==> src/rtl/caesar_cipher_engine.sv <==
// Caesar-shift cipher engine: encrypts or decrypts a MSG_LEN-character ASCII
// message one character per clock, using the fixed shift key SEC_LEN.
module caesar_cipher_engine #(
  parameter int MSG_LEN = 6,
  parameter int SEC_LEN = 3
) (
  input  logic                 clk,
  input  logic                 rst_n,
  input  logic                 start,
  input  logic                 mode,
  input  logic [8*MSG_LEN-1:0] text_in,
  output logic [8*MSG_LEN-1:0] text_out,
  output logic                 busy,
  output logic                 done
);

  localparam int               IDX_W    = (MSG_LEN > 1) ? $clog2(MSG_LEN) : 1;
  localparam logic [IDX_W-1:0] LAST_IDX = IDX_W'(MSG_LEN - 1);
  localparam logic [5:0]       KEY_ENC  = 6'(SEC_LEN);
  localparam logic [5:0]       KEY_DEC  = 6'(26 - SEC_LEN);

  generate
    if (SEC_LEN < 0 || SEC_LEN > 25) begin : g_bad_key
      $error("caesar_cipher_engine: SEC_LEN must be in 0..25");
    end
    if (MSG_LEN < 1) begin : g_bad_len
      $error("caesar_cipher_engine: MSG_LEN must be at least 1");
    end
  endgenerate

  typedef enum logic [0:0] {
    ST_IDLE = 1'b0,
    ST_RUN  = 1'b1
  } state_t;

  state_t                 state_r;
  logic [IDX_W-1:0]       idx_r;
  logic                   mode_r;
  logic [8*MSG_LEN-1:0]   work_r;
  logic [8*MSG_LEN-1:0]   res_r;
  logic [8*MSG_LEN-1:0]   next_res_s;

  // Letters rotate within their own case; the offset sum never exceeds 51,
  // so one conditional subtract of 26 is a complete modulo.
  function automatic logic [7:0] shift_char(input logic [7:0] c, input logic dec);
    logic [7:0] base;
    logic [5:0] sum;
    logic       is_letter;
    if (c >= 8'd65 && c <= 8'd90) begin
      base      = 8'd65;
      is_letter = 1'b1;
    end else if (c >= 8'd97 && c <= 8'd122) begin
      base      = 8'd97;
      is_letter = 1'b1;
    end else begin
      base      = 8'd0;
      is_letter = 1'b0;
    end
    sum = 6'(c - base) + (dec ? KEY_DEC : KEY_ENC);
    if (sum >= 6'd26) begin
      sum = sum - 6'd26;
    end else begin
      sum = sum;
    end
    return is_letter ? (base + {2'b00, sum}) : c;
  endfunction

  // Result buffer with the current character replaced by its transformed value.
  always_comb begin
    next_res_s = res_r;
    for (int i = 0; i < MSG_LEN; i++) begin
      if (idx_r == IDX_W'(i)) begin
        next_res_s[8*i +: 8] = shift_char(work_r[8*i +: 8], mode_r);
      end else begin
        next_res_s[8*i +: 8] = res_r[8*i +: 8];
      end
    end
  end

  // Control FSM, working/result buffers and registered outputs.
  always_ff @(posedge clk or negedge rst_n) begin
    if (!rst_n) begin
      state_r  <= ST_IDLE;
      idx_r    <= {IDX_W{1'b0}};
      mode_r   <= 1'b0;
      work_r   <= {(8*MSG_LEN){1'b0}};
      res_r    <= {(8*MSG_LEN){1'b0}};
      text_out <= {(8*MSG_LEN){1'b0}};
      busy     <= 1'b0;
      done     <= 1'b0;
    end else begin
      done <= 1'b0;
      case (state_r)
        ST_IDLE: begin
          if (start) begin
            work_r  <= text_in;
            mode_r  <= mode;
            idx_r   <= {IDX_W{1'b0}};
            busy    <= 1'b1;
            state_r <= ST_RUN;
          end
        end
        ST_RUN: begin
          res_r <= next_res_s;
          if (idx_r == LAST_IDX) begin
            text_out <= next_res_s;
            done     <= 1'b1;
            busy     <= 1'b0;
            idx_r    <= {IDX_W{1'b0}};
            state_r  <= ST_IDLE;
          end else begin
            idx_r <= idx_r + IDX_W'(1);
          end
        end
        default: begin
          state_r <= ST_IDLE;
          idx_r   <= {IDX_W{1'b0}};
          busy    <= 1'b0;
        end
      endcase
    end
  end

endmodule

==> config.mk <==
export PLATFORM = sky130hd
export DESIGN_NAME = caesar_cipher_engine
export DESIGN_NICKNAME = d
export VERILOG_FILES = /design/src/rtl/caesar_cipher_engine.sv
export SDC_FILE = /design/constraint.sdc
export NUM_CORES = 1
export LEC_CHECK = 0
export CORE_MARGIN = 2
export CORE_UTILIZATION = 50
export CTS_BUF_LIST = sky130_fd_sc_hd__clkbuf_8
export DETAILED_ROUTE_END_ITERATION = 10
export PLACE_DENSITY = 0.72
export SYNTH_ARGS = -nofsm -noshare
export SYNTH_HDL_FRONTEND = slang
export SYNTH_SLANG_ARGS = --single-unit
==> constraint.sdc <==
create_clock -name clk -period 6.8 [get_ports clk]
set_input_delay 1.7 -clock clk [delete_from_list [all_inputs] [get_ports clk]]
set_output_delay 1.7 -clock clk [all_outputs]
set_load 0.01 [all_outputs]
==> results of run 1 <==
-- through the flow --
step,instance area (µm²),util (%)
after floorplan,9150,-
after global placement,10400,57.7
final,10800,60.2
after detailed placement,10400,57.7
after global routing,10800,60.2
after CTS,10800,60.2
-- synthesized netlist by cell type, drive strengths merged (2+ instances only) --
library cell and instances:
a211o 3, a211oi 12, a21o 3, a21oi 46, a2bb2oi 2, a311oi 6, a31oi 5, a41oi 2
and2 8, and3 13, and4 2, buf 9, clkbuf 24, dfrtp 143, fa 12, ha 58
inv 49, mux2 35, mux2i 21, nand2 217, nand2b 6, nand3 25, nand3b 4, nand4 6
nor2 71, nor2b 14, nor3 16, nor3b 3, nor4 5, o211ai 8, o21a 7, o21ai 70
o21bai 4, o221ai 5, o22ai 2, o2bb2ai 2, o31ai 8, or2 2, or3 4, or4 5
xnor2 37, xnor3 2, xor2 18
-- kinds of logic (layout without fill, tap and decap cells) --
| family | Yosys count | after routing | share of synthesized area [%] |
|---|---|---|---|
| AO/OA/AOI/OAI | 195 | 195 | 13.5 |
| XOR/XNOR | 57 | 57 | 6.14 |
| adder cells (fa/ha/maj) | 70 | 70 | 10.6 |
| buffers and inverters | 82 | 188 | 3.69 |
| flip-flops | 143 | 143 | 39.1 |
| multiplexers | 56 | 56 | 6.88 |
| AND/OR/NAND/NOR | 407 | 407 | 20.1 |
-- registers in the layout, summed over array words and instances, names as in the netlist --
| signal | flops |
|---|---|
| mode_r | 1 |
| text_out | 48 |
| res_r | 40 |
| state_r | 1 |
| busy | 1 |
| work_r | 48 |
| done | 1 |
| idx_r | 3 |
-- how the worst max path moves through the flow --
stage | end | cells past startpoint | start | slack (ps)
after floorplan | text_out[28] | 21 | work_r[27] | 2140
final | text_out[28] | 20 | work_r[27] | 1770
after global placement | text_out[28] | 20 | work_r[27] | 1970
after CTS | text_out[28] | 20 | work_r[27] | 1790
after global routing | text_out[28] | 20 | work_r[27] | 1440
after detailed placement | text_out[28] | 20 | work_r[27] | 1820
-- placed cells by master, fill, tap and decap left out, types with 4 or more instances in the layout --
master           Yosys  final
nor4_1               5      5
inv_1               49     48
xor2_1              18     18
or4_1                4      4
o221ai_1             4      4
and2_1               5      5
mux2i_1             19     19
o21a_1               7      7
a311oi_1             6      6
ha_1                58     58
nand4_1              6      6
fa_1                12     12
mux2_2              35     35
o31ai_1              8      8
clkbuf_8             0     18
nand3_1             25     24
a21oi_1             45     45
a31oi_1              5      5
clkdlybuf4s50_1      0    100
nor3_1              16     16
o21ai_0             60     60
bufinv_16            0      5
a211oi_1            12     12
o21ai_1              7      7
clkinv_2             0      4
and3_1              13     13
xnor2_1             34     34
buf_4                0      8
nor2_1              71     71
o211ai_1             8      8
nand2b_1             6      6
nand2_1            217    217
nand3b_1             4      4
nor2b_1             14     13
dfrtp_1            143    143
-- metal layers --
layer,up-vias,track usage (%),part of all wire (%)
li1,3687,-,-
met1,3517,28.8,46
met2,144,36.8,48
met3,18,5.30,4.7
met4,0,5.00,1.0
met5,-,0,0
-- worst reg2reg max path, delay by kind of cell (launching register included) --
| kind | cells | cell delay (ps) |
|---|---|---|
| AND/OR/NAND/NOR | 4 | 780 |
| adder cells (fa/ha/maj) | 5 | 1490 |
| AO/OA/AOI/OAI | 6 | 1020 |
| buffers and inverters | 2 | 340 |
| flip-flops | 1 | 650 |
| multiplexers | 1 | 280 |
| XOR/XNOR | 2 | 390 |
-- layout make-up --
| type | count | area share (%) |
|---|---|---|
| sequential | 143 | 33.1 |
| clock inverter | 12 | 1.78 |
| clock buffer | 18 | 2.29 |
| timing repair buffer | 109 | 9.92 |
| inverter | 49 | 1.70 |
| tap | 229 | 2.65 |
| multi-input combinational | 785 | 48.5 |
==> key figures, run 1 <==
Drt
  • Detailed-route via count: 7,366
  • Wirelength per Cell: 15.3 µm
  • First drt pass iteration count: 5
  • Routed vias/inst: 5.48
  • Routed wire length: 20.6 mm
  • Post-DRT Antenna Nets: 0
  • DRC violations left: 0
  • Iter 0 DRT Violations: 324

STA
  • Worst Slack Setup Final: 1770 ps
  • Tightest Pin Transition: 930 ps
  • RSZ-0062 raised after global routing: no
  • Final Cycle Share: 73.9%
  • Min Tclk post-route: 5030 ps
  • Fin Clk Skew: 10.0 ps
  • Final setup fails: 0
  • Setup TNS: 0 ps
  • Hold Fails Final Rpt: 0
  • Max transition margin: 37.6%
  • Worst Hold Slack: 468 ps
  • Max frequency: 199 MHz
  • Final Max Tran Viols: 0

Global route
  • Grt total ovfl: 0
  • GRT Overall Usage: 21.9%
  • Antenna violations before repair: 0
  • First-pass GRT wire length: 34.8 mm
  • Number of global-route vias before repair: 7,241
  • Largest net degree at the start of global routing: 95

Setup path
  • Worst path cell trace: and4bb_1 > nor3_1 > a211oi_1 > buf_4 > inv_1 > ha_1 > ha_1 > ha_1 > fa_1 > o21ai_0 > nor2b_1 > a21oi_2 > mux2i_4 > xnor2_1 > ha_1 > nand3_1 > o21ai_1 > xor2_1 > a31oi_1 > o21ai_1
  • Most frequent CP cell: ha_1
  • Worst R2R End: text_out[28]
  • Delay-heaviest family, CP: adder cells
  • Required @ worst endpoint: 7180 ps
  • Buf+Inv Stages, Crit Path: 2
  • Data arrival, critical path: 5400 ps
  • CP max stage delay: 670 ps
  • CP endpoint kind: flop
  • Reg-to-Reg Start: work_r[27]
  • Critical setup path kind: flop to flop
  • Reg2reg path depth: 20
  • CP startpoint kind: flop
  • Worst Path Max Fanout: 14
  • Worst path slowest cell: fa_1
  • Reg2Reg Setup Slack: 1770 ps

Run
  • Max-Cap Viols: 0

Die
  • Core area: 18,000 µm²
  • Site row count: 49
  • Starting Density: 50.9%
  • Io pins: 102
  • Die Ht: 139 µm
  • Die ar.: 19,400 µm²
  • DIE WIDTH: 139 µm

Yosys
  • Syn_nets: 1,132
  • Gate Count Post-Synth: 1,010
  • Mapped Avg Cell Area: 9.06 µm²
  • Dominant cell type by area after synthesis: dfrtp_1
  • Synthesis Warnings: 0
  • Number of flops mapped to enable cells by yosys: 0
  • Post-synthesis cell area: 9150 µm²
  • Main flop type after synthesis: dfrtp_1
  • Sequential fraction of the synthesis area: 39.1%
  • Top cells by area, synth: dfrtp_1, nand2_1, ha_1, mux2_2, o21ai_0
  • Share of the synthesized area in the top cell type: 39.1%
  • Cell variety after synth: 76
  • #FFs+latches synth: 143
  • Synth async-reset ratio: 100%

CTS
  • Post-CTS Setup Bufs: 0
  • TritonCTS Buffers: 17
  • CTS sink cnt: 143
  • Clk pin slew, worst setup/hold paths: 80 ps
  • CTS tree: yes
  • Root Buffer: clkbuf_8
  • Clk_lat worst skew: 450 ps
  • H-tree depth: 4
  • Hold-fix buffers at CTS: 0
  • Post-CTS Resized: 0
  • Max clock buf depth: 2

Finish
  • Nets@finish: 1,227
  • Layout cells sized above 1: 8.60%
  • Register area: 3580 µm²
  • Area grow syn2layout: 18.1%
  • Filler cell count: 1,613
  • Multi-input logic area: 5250 µm²
  • Fin cells: 1,345
  • Diode count: 0

Place
  • Number of I/O port buffers: 101
  • HPWL after detailed placement: 14.8 mm
  • Worst slack, placed: 1820 ps
  • Gpl congestion: 0.856
  • DP Cell Count: 1,315

Outcome
  • Status: completed

Hold path
  • Hold_sp: res_r[14]
  • Worst Hold End: text_out[14]
  • Hold Path Stages: 2
  • Hold Path Class: flop to flop
Power of run 1 is left out: the tool's default activity adds up to more than one toggle a clock period on the data nets, which glitch-free logic cannot reach.
==> inputs of run 2 (changes only) <==
--- a/config.mk
+++ b/config.mk
@@ -9,7 +9,7 @@
 export CORE_UTILIZATION = 50
 export CTS_BUF_LIST = sky130_fd_sc_hd__clkbuf_8
 export DETAILED_ROUTE_END_ITERATION = 10
-export PLACE_DENSITY = 0.72
+export PLACE_DENSITY = 0.75
 export SYNTH_ARGS = -nofsm -noshare
 export SYNTH_HDL_FRONTEND = slang
 export SYNTH_SLANG_ARGS = --single-unit
==> constraint.sdc (replaced) <==
create_clock -name clk -period 4.2 [get_ports clk]
set_input_delay 1.05 -clock clk [delete_from_list [all_inputs] [get_ports clk]]
set_output_delay 1.05 -clock clk [all_outputs]
set_load 0.01 [all_outputs]
==> run 2 against run 1 <==
Net effect: sequential share of layout area is 0.98 points lower; die area did not move; critical path depth decreased by 1; global-route usage rose by 0.77 points; setup slack worse by 1600 ps; final area rose by 3.1%; worst hold slack improved by 3.1 ps; flip-flop and latch count unchanged; utilization up 1.9 points; first-iteration DRC count rose by 47%; clock skew rose by 2.5 ps.
==> key figures, run 2 (synthesis gave the netlist of run 1 again) <==
Setup path
  • CP max stage delay: 460 ps (-210 ps)
  • Worst Path Max Fanout: 7 (-7)
  • Reg-to-Reg Start: work_r[26]
  • CP startpoint kind: flop
  • Critical setup path kind: flop to flop
  • Buf+Inv Stages, Crit Path: 1 (-1)
  • CP endpoint kind: flop
  • Required @ worst endpoint: 4590 ps (-2590 ps)
  • Worst path cell trace: and4bb_1 > nor3_2 > a211oi_2 > inv_1 > ha_2 > ha_4 > ha_4 > fa_2 > xnor3_2 > nor2b_4 > nor3b_4 > mux2i_4 > xnor2_2 > ha_2 > nand3_2 > o21ai_2 > xor2_1 > a31oi_1 > o21ai_1
  • Worst path slowest cell: dfrtp_2
  • Delay-heaviest family, CP: adder cells
  • Data arrival, critical path: 4430 ps (-970 ps)
  • Crit path from: work_r[26]

Finish
  • Most common cell after layout, fill and taps aside: nand2_1
  • Largest registers: text_out: 48 flops, work_r: 48 flops, res_r: 40 flops
  • Layout cells sized above 1: 13.1% (+4.5 points)
  • Diode count: 0 (unchanged)
  • Area grow syn2layout: 21.8%
  • Register area: 3580 µm² (about the same)
  • Nets@finish: 1,254 (+2.2%)
  • Filler cell count: 1,523 (-5.6%)
  • Most frequent cells in the layout: nand2_1, dfrtp_1, clkdlybuf4s50_1
  • Multi-input logic area: 5390 µm² (+2.8%)

Die
  • Core area: 18,000 µm² (unchanged)
  • Die ar.: 19,400 µm² (unchanged)
  • Io pins: 102 (unchanged)
  • Die Ht: 139 µm (unchanged)
  • DIE WIDTH: 139 µm (unchanged)
  • Site row count: 49 (unchanged)
  • Starting Density: 50.9% (unchanged)

Outcome
  • Status: completed

CTS
  • H-tree depth: 4 (unchanged)
  • Clk_lat worst skew: 460 ps (about the same)
  • TritonCTS Buffers: 17 (unchanged)
  • CTS tree: yes
  • Clk pin slew, worst setup/hold paths: 90 ps (about the same)
  • Root Buffer: clkbuf_8
  • Max clock buf depth: 2 (unchanged)
  • CTS sink cnt: 143 (unchanged)

Global route
  • First-pass GRT wire length: 35.9 mm (+3.1%)
  • Largest net degree at the start of global routing: 117 (+23%)
  • Number of global-route vias before repair: 7,199 (-0.58%)
  • GRT Overall Usage: 22.7% (+0.77 points)
  • Grt total ovfl: 0 (unchanged)
  • Antenna violations before repair: 0 (unchanged)

STA
  • Final Cycle Share: 96.1% (+22 points)
  • Final Max Tran Viols: 0 (unchanged)
  • Fin Clk Skew: 12.5 ps (+2.46 ps)
  • Max transition margin: 24.3% (-13 points)
  • Tightest Pin Transition: 1130 ps (+205 ps)
  • Max frequency: 248 MHz (+25%)
  • Min Tclk post-route: 4040 ps (-990 ps)
  • Worst Hold Slack: 471 ps (+3.09 ps)
  • Final setup fails: 0 (unchanged)
  • Hold Fails Final Rpt: 0 (unchanged)

Drt
  • Routed vias/inst: 5.60 (+2.3%)
  • Wirelength per Cell: 16.0 µm (+4.8%)
  • DRC violations left: 0 (unchanged)
  • Detailed-route via count: 7,699 (+4.5%)
  • First drt pass iteration count: 6 (+1)
  • Iter 0 DRT Violations: 477 (+47%)
  • Post-DRT Antenna Nets: 0 (unchanged)
  • Routed wire length: 22.0 mm (+7.1%)

Run
  • Max-Cap Viols: 0 (unchanged)

Place
  • Gpl congestion: 0.892 (+4.3%)
  • Number of I/O port buffers: 101 (unchanged)
  • HPWL after detailed placement: 15.4 mm (+4.4%)

Hold path
  • Hold_sp: res_r[21]
  • Hold Path Class: flop to flop
[run 2: cell count changes in the layout (fill, tap and decap cells not counted), sizes merged]
cell,before,now
buf,9,36
bufinv,5,3
clkinv,4,5
inv,49,52
[run 2: area by class of cell]
| class | count | share of cell area (%) |
|---|---|---|
| clock inverter | 14 | 1.49 |
| multi-input combinational | 785 | 48.4 |
| sequential | 143 | 32.1 |
| inverter | 49 | 1.65 |
| clock buffer | 18 | 2.22 |
| tap | 229 | 2.57 |
| timing repair buffer | 136 | 11.6 |
[run 2: timing repair]
action                     in CTS  in global routing
resized for setup               0                 29
hold buffers                    0                  0
setup buffers                   0                  6
setup endpoints to repair       0                 22
[run 2: metrics by stage]
stage / setup slack (ps) / setup TNS [ps] / instance area, µm² / instances / util, %
CTS: 1.68 / 0 / 11000 / 1368 / 61.1
floorplan: 1.41 / 0 / 9170 / 1010 / -
global route: -57.7 / -151 / 11100 / 1374 / 62.1
finish: 163 / 0 / 11100 / 1374 / 62.1
global placement: 209 / 0 / 10600 / 1336 / 58.8
detailed placement: 23.2 / 0 / 10600 / 1336 / 58.8
[run 2: final timing paths]
check	to	slack (ps)	cells past startpoint
max reg2reg	text_out[28]	160	19
min in group asynchronous	text_out[44]	650	1
min reg2reg	text_out[21]	470	2
max	text_out[28]	160	19
max in group asynchronous	res_r[10]	2530	2
min	text_out[21]	470	2
[run 2: layer usage]
metal | track usage (%) | share of wire (%) | wire [µm]
met1 | 30.1 | 45 | 9870
met2 | 38.3 | 49 | 10900
met3 | 4.68 | 4.6 | 1020
met4 | 5.32 | 1.3 | 285
met5 | 0 | 0 | 0
[run 2: worst register-to-register path: stages (launching register included)]
cell and delay [ps]:
dfrtp_2 460, and4bb_1 330, nor3_2 60, a211oi_2 250, inv_1 100, ha_2 190
ha_4 160, ha_4 160, fa_2 360, xnor3_2 250, nor2b_4 160, nor3b_4 220
mux2i_4 110, xnor2_2 160, ha_2 220, nand3_2 90, o21ai_2 190, xor2_1 220
a31oi_1 110, o21ai_1 160
Power of run 2 is left out for the same reason.
